### config.mk
export PLATFORM = sky130hd
export DESIGN_NAME = frame_buffer_writer
export DESIGN_NICKNAME = d
export VERILOG_FILES = /design/src/rtl/frame_buffer_writer.sv
export SDC_FILE = /design/constraint.sdc
export NUM_CORES = 1
export LEC_CHECK = 0
export CORE_ASPECT_RATIO = 1.4
export CORE_UTILIZATION = 45
export CTS_BUF_LIST = sky130_fd_sc_hd__clkbuf_8
export CTS_CLUSTER_SIZE = 20
export DETAILED_ROUTE_END_ITERATION = 6
export PLACE_DENSITY_LB_ADDON = 0.25
export SYNTH_ARGS = -nofsm -noshare
export SYNTH_HDL_FRONTEND = slang
export SYNTH_SLANG_ARGS = --single-unit
### constraint.sdc
create_clock -name clk -period 8 [get_ports clk]
set_input_delay 1.6 -clock clk [delete_from_list [all_inputs] [get_ports clk]]
set_output_delay 1.6 -clock clk [all_outputs]
set_load 0.02 [all_outputs]
### src/rtl/frame_buffer_writer.sv
// Streams AXI-Stream video lines into round-robin frame buffers, one burst per line.
// Optional reader-lock skipping is enabled with FRAME_BUFFER_WRITER_LOCK_EN.
module frame_buffer_writer #(
    parameter int DATA_WIDTH  = 32,
    parameter int ADDR_WIDTH  = 32,
    parameter int NUM_BUFFERS = 3,
    parameter int MAX_WIDTH   = 1280,
    parameter int MAX_HEIGHT  = 720
) (
    input  logic                           clk,
    input  logic                           rst,
`ifdef FRAME_BUFFER_WRITER_LOCK_EN
    input  logic                           rd_lock_valid,
    input  logic [$clog2(NUM_BUFFERS)-1:0] rd_lock_idx,
`endif
    input  logic [15:0]                    frame_width,
    input  logic [15:0]                    frame_height,
    input  logic [ADDR_WIDTH-1:0]          buffer_base,
    input  logic [ADDR_WIDTH-1:0]          buffer_stride,
    input  logic [DATA_WIDTH-1:0]          s_axis_tdata,
    input  logic                           s_axis_tvalid,
    input  logic                           s_axis_tlast,
    input  logic                           s_axis_tuser,
    output logic                           s_axis_tready,
    output logic                           wr_start,
    output logic [ADDR_WIDTH-1:0]          wr_addr,
    output logic [15:0]                    wr_len,
    output logic [DATA_WIDTH-1:0]          wr_data,
    output logic [DATA_WIDTH/8-1:0]        wr_strb,
    output logic                           wr_valid,
    output logic                           wr_last,
    input  logic                           wr_ready,
    output logic                           frame_ready,
    output logic [$clog2(NUM_BUFFERS)-1:0] frame_idx,
    output logic [ADDR_WIDTH-1:0]          frame_base_addr,
    output logic                           err_short_line,
    output logic                           err_long_line,
    output logic                           err_sof
);

    localparam int BYTES  = DATA_WIDTH / 8;
    localparam int IDX_W  = $clog2(NUM_BUFFERS);
    localparam int BEAT_W = $clog2(MAX_WIDTH + 1);
    localparam int LINE_W = $clog2(MAX_HEIGHT + 1);

    typedef enum logic [2:0] {
        S_IDLE, S_LINE_START, S_STREAM, S_PAD, S_DROP, S_LINE_END, S_DONE
    } state_t;

    state_t                  state, state_n;
    logic [IDX_W-1:0]        idx, idx_n;
    logic [BEAT_W-1:0]       beat, beat_n;
    logic [LINE_W-1:0]       line, line_n;
    logic [15:0]             w_lat, w_n;
    logic [15:0]             h_lat, h_n;
    logic [ADDR_WIDTH-1:0]   line_addr, addr_n;
    logic [ADDR_WIDTH-1:0]   buf_base;
    logic [ADDR_WIDTH-1:0]   line_step;
    logic                    last_beat;
    logic                    last_line;
    logic                    sof_seen;

    function automatic logic [IDX_W-1:0] wrap_inc(input logic [IDX_W-1:0] i);
        if (i == IDX_W'(NUM_BUFFERS - 1)) return '0;
        return i + 1'b1;
    endfunction

    // Round-robin advance; with the lock feature the reader's buffer is skipped.
    function automatic logic [IDX_W-1:0] next_idx(input logic [IDX_W-1:0] i);
        logic [IDX_W-1:0] n;
        n = wrap_inc(i);
`ifdef FRAME_BUFFER_WRITER_LOCK_EN
        if (rd_lock_valid && (n == rd_lock_idx)) n = wrap_inc(n);
`endif
        return n;
    endfunction

    assign buf_base  = buffer_base + ADDR_WIDTH'(idx) * buffer_stride;
    assign line_step = ADDR_WIDTH'(w_lat) * ADDR_WIDTH'(BYTES);
    assign last_beat = (17'(beat) + 17'd1) == {1'b0, w_lat};
    assign last_line = (17'(line) + 17'd1) == {1'b0, h_lat};
    assign sof_seen  = s_axis_tvalid && s_axis_tuser;

    always_ff @(posedge clk) begin
        if (rst) begin
            state <= S_IDLE;
            idx   <= '0;
            beat  <= '0;
            line  <= '0;
        end else begin
            state <= state_n;
            idx   <= idx_n;
            beat  <= beat_n;
            line  <= line_n;
        end
    end

    always_ff @(posedge clk) begin
        w_lat     <= w_n;
        h_lat     <= h_n;
        line_addr <= addr_n;
    end

    always_comb begin
        state_n         = state;
        idx_n           = idx;
        beat_n          = beat;
        line_n          = line;
        w_n             = w_lat;
        h_n             = h_lat;
        addr_n          = line_addr;
        s_axis_tready   = 1'b0;
        wr_start        = 1'b0;
        wr_addr         = '0;
        wr_len          = '0;
        wr_data         = '0;
        wr_strb         = '1;
        wr_valid        = 1'b0;
        wr_last         = 1'b0;
        frame_ready     = 1'b0;
        frame_idx       = '0;
        frame_base_addr = '0;
        err_short_line  = 1'b0;
        err_long_line   = 1'b0;
        err_sof         = 1'b0;

        case (state)
            S_IDLE: begin
                // The SOF beat is held back so it becomes beat 0 of the first burst.
                s_axis_tready = !sof_seen;
                if (sof_seen && (frame_width != 16'd0) && (frame_height != 16'd0)) begin
                    w_n     = frame_width;
                    h_n     = frame_height;
                    line_n  = '0;
                    beat_n  = '0;
                    addr_n  = buf_base;
                    state_n = S_LINE_START;
                end
            end
            S_LINE_START: begin
                if ((line != '0) && sof_seen) begin
                    err_sof = 1'b1;
                    line_n  = '0;
                    addr_n  = buf_base;
                end else begin
                    wr_start = 1'b1;
                    wr_addr  = line_addr;
                    wr_len   = w_lat;
                    beat_n   = '0;
                    state_n  = S_STREAM;
                end
            end
            S_STREAM: begin
                wr_valid      = s_axis_tvalid;
                wr_data       = s_axis_tdata;
                wr_last       = last_beat;
                s_axis_tready = wr_ready;
                if (s_axis_tvalid && wr_ready) begin
                    if (last_beat) begin
                        beat_n = '0;
                        if (s_axis_tlast) begin
                            state_n = S_LINE_END;
                        end else begin
                            err_long_line = 1'b1;
                            state_n       = S_DROP;
                        end
                    end else begin
                        beat_n = beat + 1'b1;
                        if (s_axis_tlast) begin
                            err_short_line = 1'b1;
                            state_n        = S_PAD;
                        end
                    end
                end
            end
            S_PAD: begin
                wr_valid = 1'b1;
                wr_strb  = '0;
                wr_last  = last_beat;
                if (wr_ready) begin
                    if (last_beat) begin
                        beat_n  = '0;
                        state_n = S_LINE_END;
                    end else begin
                        beat_n = beat + 1'b1;
                    end
                end
            end
            S_DROP: begin
                s_axis_tready = 1'b1;
                if (s_axis_tvalid && s_axis_tlast) state_n = S_LINE_END;
            end
            S_LINE_END: begin
                line_n  = line + 1'b1;
                addr_n  = line_addr + line_step;
                state_n = last_line ? S_DONE : S_LINE_START;
            end
            S_DONE: begin
                frame_ready     = 1'b1;
                frame_idx       = idx;
                frame_base_addr = buf_base;
                idx_n           = next_idx(idx);
                state_n         = S_IDLE;
            end
            default: state_n = S_IDLE;
        endcase

        if (rst) s_axis_tready = 1'b0;
    end

endmodule

* Word-level counts from Yosys, hierarchy flattened *
Cells that the tools add are included.
Widths: inputs -> output; s select.

storage, ports and cells
  flip-flop bits (word level) = 90
  input port bits = 134
  logic and storage cells = 102

operators by class
  multipliers = 1
  $add $sub $neg = 7
  eq/ne operators = 17
  mux-type cells = 52
  reductions and logical operators = 18

operators with widths
  operator               count
  $mux 32                6
  $pmux 32 s3            1
  $mux 11                5
  $pmux 11 s4            1
  $add 32x18->32         1
  $add 32x32->32         1
  $mul 2x32->32          1
  $mux 16                2
  $reduce_bool 16->1     2
  $pmux 10 s3            1
  $mux 3                 9
  $mux 10                2
  $mux 1                 18
  $pmux 3 s6             1
  $eq 11x16->1           1
  $eq 12x16->1           1
  $ne 2x2->1 const B     7
  $add 11x1->12 const B  1
  $add 10x1->11 const B  1
  $add 11x1->11 const B  1
  $add 10x1->10 const B  1
  $reduce_bool 10->1     1
  $eq 3x3->1 const B     3
  $reduce_and 7->1       1
  18 further kinds       26

* Logic depth before layout (Yosys ltp) *
  word-level depth = 5
  mapped depth = 15

* Worst setup path before layout *
No wires, ideal clock.

  path type = input port to output port
  from = in buffer_stride[0]
  to = out frame_base_addr[19]
  data required time = 6.400 ns
  stages on the path = 13
  path buffers = 0
  arrival = 4.421 ns
  setup slack = 1.979 ns
  cells stage by stage = nand2_1 > fa_1 > inv_1 > ha_1 > fa_1 > a211oi_1 > o21ai_1 > and4_1 > or2_1 > a21o_1 > a21oi_1 > xnor2_1 > nor2_1

between the ends
  cells in the longest elaborated chain, start to end = 3

ends and longest elaborated chain
  what                line  text
  start: declaration  19    input logic [ADDR_WIDTH-1:0] buffer_stride,
  $mul 2x32->32       78    assign buf_base = buffer_base + ADDR_WIDTH'(idx) * buffer_stride;
  $add 32x32->32      78
  $mux 32             127   case (state)
  end: declaration    35    output logic [ADDR_WIDTH-1:0] frame_base_addr,

Every way passes these cells.

* Worst setup path in the final report *
  from = in buffer_stride[0]
  to = out frame_base_addr[31]

Same word-level chain as after synthesis.

==> impl_metrics.prom <==
# TYPE chip_impl_metric gauge
chip_impl_metric{name="relative_area_change_from_synthesis_to_final_layout",unit="%"} 32.7
chip_impl_metric{name="drt_iter0_drc",unit=""} 379
chip_impl_metric{name="finalNonFillerCells",unit=""} 1571
chip_impl_metric{name="htree_num_levels",unit=""} 3
chip_impl_metric{name="grt_max_degree",unit=""} 47
chip_impl_metric{name="crit_path_max_fanout",unit=""} 3
chip_impl_info{name="synth_top_family_by_area",value="simple AND/OR/NAND/NOR gates"} 1
chip_impl_metric{name="synth_edf_count",unit=""} 64
chip_impl_info{name="hp-start",value="beat[10]$_SDFFE_PP0P_"} 1
chip_impl_metric{name="synth-async-reset-ratio",unit="%"} 0
chip_impl_metric{name="post_cts_resize_count",unit=""} 0
chip_impl_metric{name="power_density",unit="nW/um^2"} 130
chip_impl_metric{name="detail_route.wirelength",unit="um"} 24200
chip_impl_info{name="launch_instance_of_the_worst_register_to_register_path",value="idx[1]$_SDFFE_PP0P_"} 1
chip_impl_metric{name="initial_utilization",unit="%"} 46.4
chip_impl_metric{name="detail_route.first_pass.iterations",unit=""} 5
chip_impl_metric{name="power.static_leakage",unit="nW"} 4.85
chip_impl_metric{name="clkSinkCount",unit=""} 90
chip_impl_metric{name="yosys_warnings",unit=""} 0
chip_impl_info{name="worstHoldEndpoint",value="beat[10]$_SDFFE_PP0P_"} 1
chip_impl_metric{name="grt_antenna_before_repair",unit=""} 0
chip_impl_metric{name="total_power",unit="W"} 0.00155
chip_impl_metric{name="postRouteAntennaNets",unit=""} 0
chip_impl_metric{name="floorplan.die.height",unit="um"} 169
chip_impl_metric{name="drcViolationCount",unit=""} 0
chip_impl_metric{name="clock.fmax",unit="MHz"} 137
chip_impl_info{name="cp-end-kind",value="output pin"} 1
chip_impl_metric{name="period_share",unit="%"} 91.1
chip_impl_metric{name="finalSetupViolCount",unit=""} 0
chip_impl_info{name="root_buffer",value="sky130_fd_sc_hd__clkbuf_8"} 1
chip_impl_metric{name="first_global_vias",unit=""} 7998
chip_impl_metric{name="cts_setup_buffers",unit=""} 0
chip_impl_info{name="r2r-end",value="line_addr[31]$_DFFE_PP_"} 1
chip_impl_info{name="unrepaired_setup_endpoints_after_global_routing",value="false"} 1
chip_impl_metric{name="hold_viol",unit=""} 0
chip_impl_metric{name="synth_compound_area_share",unit="%"} 15.2
chip_impl_info{name="cts_tree",value="built"} 1
chip_impl_metric{name="ios",unit=""} 260
chip_impl_metric{name="layout_cells_sized_above_1",unit="%"} 4.16
chip_impl_metric{name="ff2ff_setup_slack",unit="ns"} 4.01
chip_impl_metric{name="postSynthAreaPerCell",unit="um^2"} 8.23
chip_impl_metric{name="cts_hold_buf",unit=""} 0
chip_impl_metric{name="core_region_area",unit="um^2"} 19400
chip_impl_metric{name="clkSlewWorstSetupHoldPaths",unit="ns"} 0.09
chip_impl_info{name="crit_type",value="in2out"} 1
chip_impl_metric{name="synth.ff_latch_count",unit=""} 90
chip_impl_metric{name="final-max-slew-violation-count",unit=""} 0
chip_impl_metric{name="tightest_slew",unit="ns"} 0.952
chip_impl_metric{name="timing.critical_path.required",unit="ns"} 6.40
chip_impl_metric{name="synth_fa_ha_area_share",unit="%"} 14.1
chip_impl_metric{name="synthDistinctLibCells",unit=""} 75
chip_impl_metric{name="xor_xnor_fraction_of_synth_area",unit="%"} 7.99
chip_impl_metric{name="post-route-min-period",unit="ns"} 7.29
chip_impl_metric{name="mux_contribution_to_synthesized_area",unit="%"} 2.25
chip_impl_metric{name="finish.utilization",unit="%"} 61.6
chip_impl_metric{name="synth-seq-area-share",unit="%"} 27.2
chip_impl_metric{name="nFillCells",unit=""} 1751
chip_impl_metric{name="via_count",unit=""} 8412
chip_impl_metric{name="post_drt_via_cell_ratio",unit=""} 5.35
chip_impl_metric{name="port-buffer-count",unit=""} 259
chip_impl_metric{name="wp_data_arrival",unit="ns"} 5.69
chip_impl_metric{name="overall_track_demand_over_capacity_in_global_routing",unit="%"} 23.8
chip_impl_metric{name="total_die_area",unit="um^2"} 20600
chip_impl_metric{name="detailed_place_hpwl",unit="um"} 19500
chip_impl_metric{name="dp.cells",unit=""} 1555
chip_impl_metric{name="cts_made_buffers",unit=""} 9
chip_impl_metric{name="core.rowCount",unit=""} 60
chip_impl_metric{name="final.setup_skew",unit="ns"} 0.0157
chip_impl_info{name="postSynth.topFlopCell",value="sky130_fd_sc_hd__edfxtp_1"} 1
chip_impl_metric{name="globalRouteOverflowTotal",unit=""} 0
chip_impl_metric{name="nets",unit=""} 1534
chip_impl_metric{name="worst_skew_pair.late_latency",unit="ns"} 0.38
chip_impl_metric{name="insertedDiodeCount",unit=""} 0
chip_impl_metric{name="maxCapViolCount",unit=""} 0
chip_impl_metric{name="mappedNetlistNets",unit=""} 1308
chip_impl_metric{name="avgRoutedWirePerCell",unit="um"} 15.4
chip_impl_metric{name="yosys.area_share.simple",unit="%"} 25.7
chip_impl_metric{name="grt_pass1_wl",unit="um"} 38700
chip_impl_metric{name="global_placer_s_final_weighted_congestion",unit=""} 0.922
chip_impl_info{name="hold_path_class",value="reg2reg"} 1
chip_impl_info{name="cp-start-kind",value="primary input"} 1
chip_impl_metric{name="setup-tns-final",unit="ns"} 0
chip_impl_info{name="status",value="complete, no violations"} 1
chip_impl_metric{name="worst-r2r-cell-count",unit=""} 14
chip_impl_metric{name="syn_inst",unit=""} 1092
chip_impl_metric{name="timing.hold.worst_path_depth",unit=""} 2
chip_impl_metric{name="vdd.ir_drop.worst",unit="uV"} 83.6
chip_impl_metric{name="timing.slew.headroom",unit="%"} 36.5
chip_impl_metric{name="syn-cell-area",unit="um^2"} 8990
chip_impl_metric{name="max-clock-path-buffers",unit=""} 2
chip_impl_metric{name="fp.dieW",unit="um"} 121
-- report_power, final --
part	leakage [nW]	switching, W	total, W	internal, W
Clock	0.106	0.000181	0.000329	0.000147
Sequential	0.806	0.0000405	0.000585	0.000545
Combinational	3.94	0.000332	0.000633	0.000301
Total	4.85	0.000553	0.00155	0.000993
-- logic make-up after synthesis --
kind of cell | after synthesis
AND/OR/NAND/NOR | 443
flip-flops | 90
AO/OA/AOI/OAI | 206
multiplexers | 20
adder cells (fa/ha/maj) | 82
XOR/XNOR | 82
buffers and inverters | 169
-- area by class of cell --
class	count	area (um^2)	share of cell area (%)
clock buffers	9	124	1.04
clock inverters	7	77.6	0.650
inverters	116	435	3.65
multi-input cells	833	5880	49.3
flip-flops and latches	90	2440	20.5
well taps	248	310	2.60
repair buffers	268	2660	22.3
-- worst max path at each step --
| stage | from | end | slack (ns) |
|---|---|---|---|
| finish | buffer_stride[0] | frame_base_addr[31] | 0.71 |
| global route | buffer_stride[0] | frame_base_addr[21] | 0.49 |
| CTS | buffer_stride[0] | frame_base_addr[31] | 0.70 |
| detailed placement | buffer_stride[0] | frame_base_addr[31] | 0.73 |
| global placement | buffer_stride[0] | frame_base_addr[31] | 0.77 |
| floorplan | buffer_stride[0] | frame_base_addr[19] | 1.98 |
-- layer usage --
| layer | GRT usage (%) | vias up | routed length (um) |
|---|---|---|---|
| li1 | - | 4183 | - |
| met3 | 2.86 | 47 | 1480 |
| met4 | 11.0 | 0 | 857 |
| met1 | 27.1 | 3878 | 9660 |
| met2 | 43.5 | 304 | 12200 |
| met5 | 0 | - | 0 |
-- registers in the layout, indices dropped and copies added, names as in the netlist --
register	flops
idx	2
h_lat	16
line_addr	32
beat	11
w_lat	16
line	10
state	3
-- Yosys cell counts (8+ instances only) --
cell type / number / area [um^2]
sky130_fd_sc_hd__mux2i_1: 18 / 180
sky130_fd_sc_hd__o21a_1: 8 / 60.1
sky130_fd_sc_hd__fa_1: 32 / 641
sky130_fd_sc_hd__nand3_1: 29 / 145
sky130_fd_sc_hd__xor2_1: 29 / 254
sky130_fd_sc_hd__a21oi_1: 53 / 265
sky130_fd_sc_hd__nor2b_1: 11 / 68.8
sky130_fd_sc_hd__buf_2: 9 / 45.0
sky130_fd_sc_hd__clkbuf_1: 35 / 131
sky130_fd_sc_hd__ha_1: 50 / 626
sky130_fd_sc_hd__nand2_1: 119 / 447
sky130_fd_sc_hd__and2_1: 90 / 563
sky130_fd_sc_hd__nor3_1: 19 / 95.1
sky130_fd_sc_hd__nor4_1: 16 / 100
sky130_fd_sc_hd__a21o_1: 24 / 180
sky130_fd_sc_hd__nor2_1: 80 / 300
sky130_fd_sc_hd__and3_1: 18 / 113
sky130_fd_sc_hd__nand4_1: 11 / 68.8
sky130_fd_sc_hd__inv_1: 116 / 435
sky130_fd_sc_hd__a211oi_1: 12 / 90.1
sky130_fd_sc_hd__o21ai_1: 9 / 45.0
sky130_fd_sc_hd__o31ai_1: 8 / 60.1
sky130_fd_sc_hd__or3_1: 9 / 56.3
sky130_fd_sc_hd__dfxtp_1: 26 / 521
sky130_fd_sc_hd__edfxtp_1: 64 / 1920
sky130_fd_sc_hd__xnor2_1: 53 / 464
sky130_fd_sc_hd__o21ai_0: 38 / 190
-- critical path: stages --
cell and delay, ns:
sky130_fd_sc_hd__clkdlybuf4s50_1 0.47, sky130_fd_sc_hd__nand2_1 0.08, sky130_fd_sc_hd__fa_1 0.53, sky130_fd_sc_hd__inv_1 0.05, sky130_fd_sc_hd__ha_1 0.22, sky130_fd_sc_hd__fa_1 0.43, sky130_fd_sc_hd__a211oi_1 0.34, sky130_fd_sc_hd__o21ai_1 0.16
sky130_fd_sc_hd__and4_1 0.27, sky130_fd_sc_hd__o22ai_2 0.23, sky130_fd_sc_hd__o31ai_1 0.15, sky130_fd_sc_hd__a221oi_2 0.27, sky130_fd_sc_hd__xnor2_1 0.13, sky130_fd_sc_hd__nor2_1 0.14, sky130_fd_sc_hd__clkdlybuf4s50_1 0.63
-- per-stage QoR --
stage               area, um^2  hold WS [ns]  setup slack (ns)
finish                   11900         0.550             0.713
global route             11900         0.572             0.485
CTS                      11900         0.531             0.697
detailed placement       11700         0.513             0.726
global placement         11700         0.503             0.773
floorplan                 8990         0.475              1.98
-- cell usage in the layout, fill, tap and decap left out, types with 12 or more instances in the layout --
master / Yosys / final
sky130_fd_sc_hd__inv_1: 116 / 117
sky130_fd_sc_hd__and3_1: 18 / 17
sky130_fd_sc_hd__nor2_1: 80 / 80
sky130_fd_sc_hd__o21ai_0: 38 / 38
sky130_fd_sc_hd__nand2_1: 119 / 119
sky130_fd_sc_hd__fa_1: 32 / 32
sky130_fd_sc_hd__xnor2_1: 53 / 53
sky130_fd_sc_hd__a21o_1: 24 / 24
sky130_fd_sc_hd__nand3_1: 29 / 29
sky130_fd_sc_hd__xor2_1: 29 / 29
sky130_fd_sc_hd__and2_1: 90 / 90
sky130_fd_sc_hd__clkdlybuf4s50_1: 0 / 259
sky130_fd_sc_hd__mux2i_1: 18 / 18
sky130_fd_sc_hd__a21oi_1: 53 / 53
sky130_fd_sc_hd__ha_1: 50 / 50
sky130_fd_sc_hd__nor4_1: 16 / 16
sky130_fd_sc_hd__dfxtp_1: 26 / 26
sky130_fd_sc_hd__nor3_1: 19 / 17
sky130_fd_sc_hd__edfxtp_1: 64 / 64
sky130_fd_sc_hd__a211oi_1: 12 / 12
(Power assumes the default switching activity.)
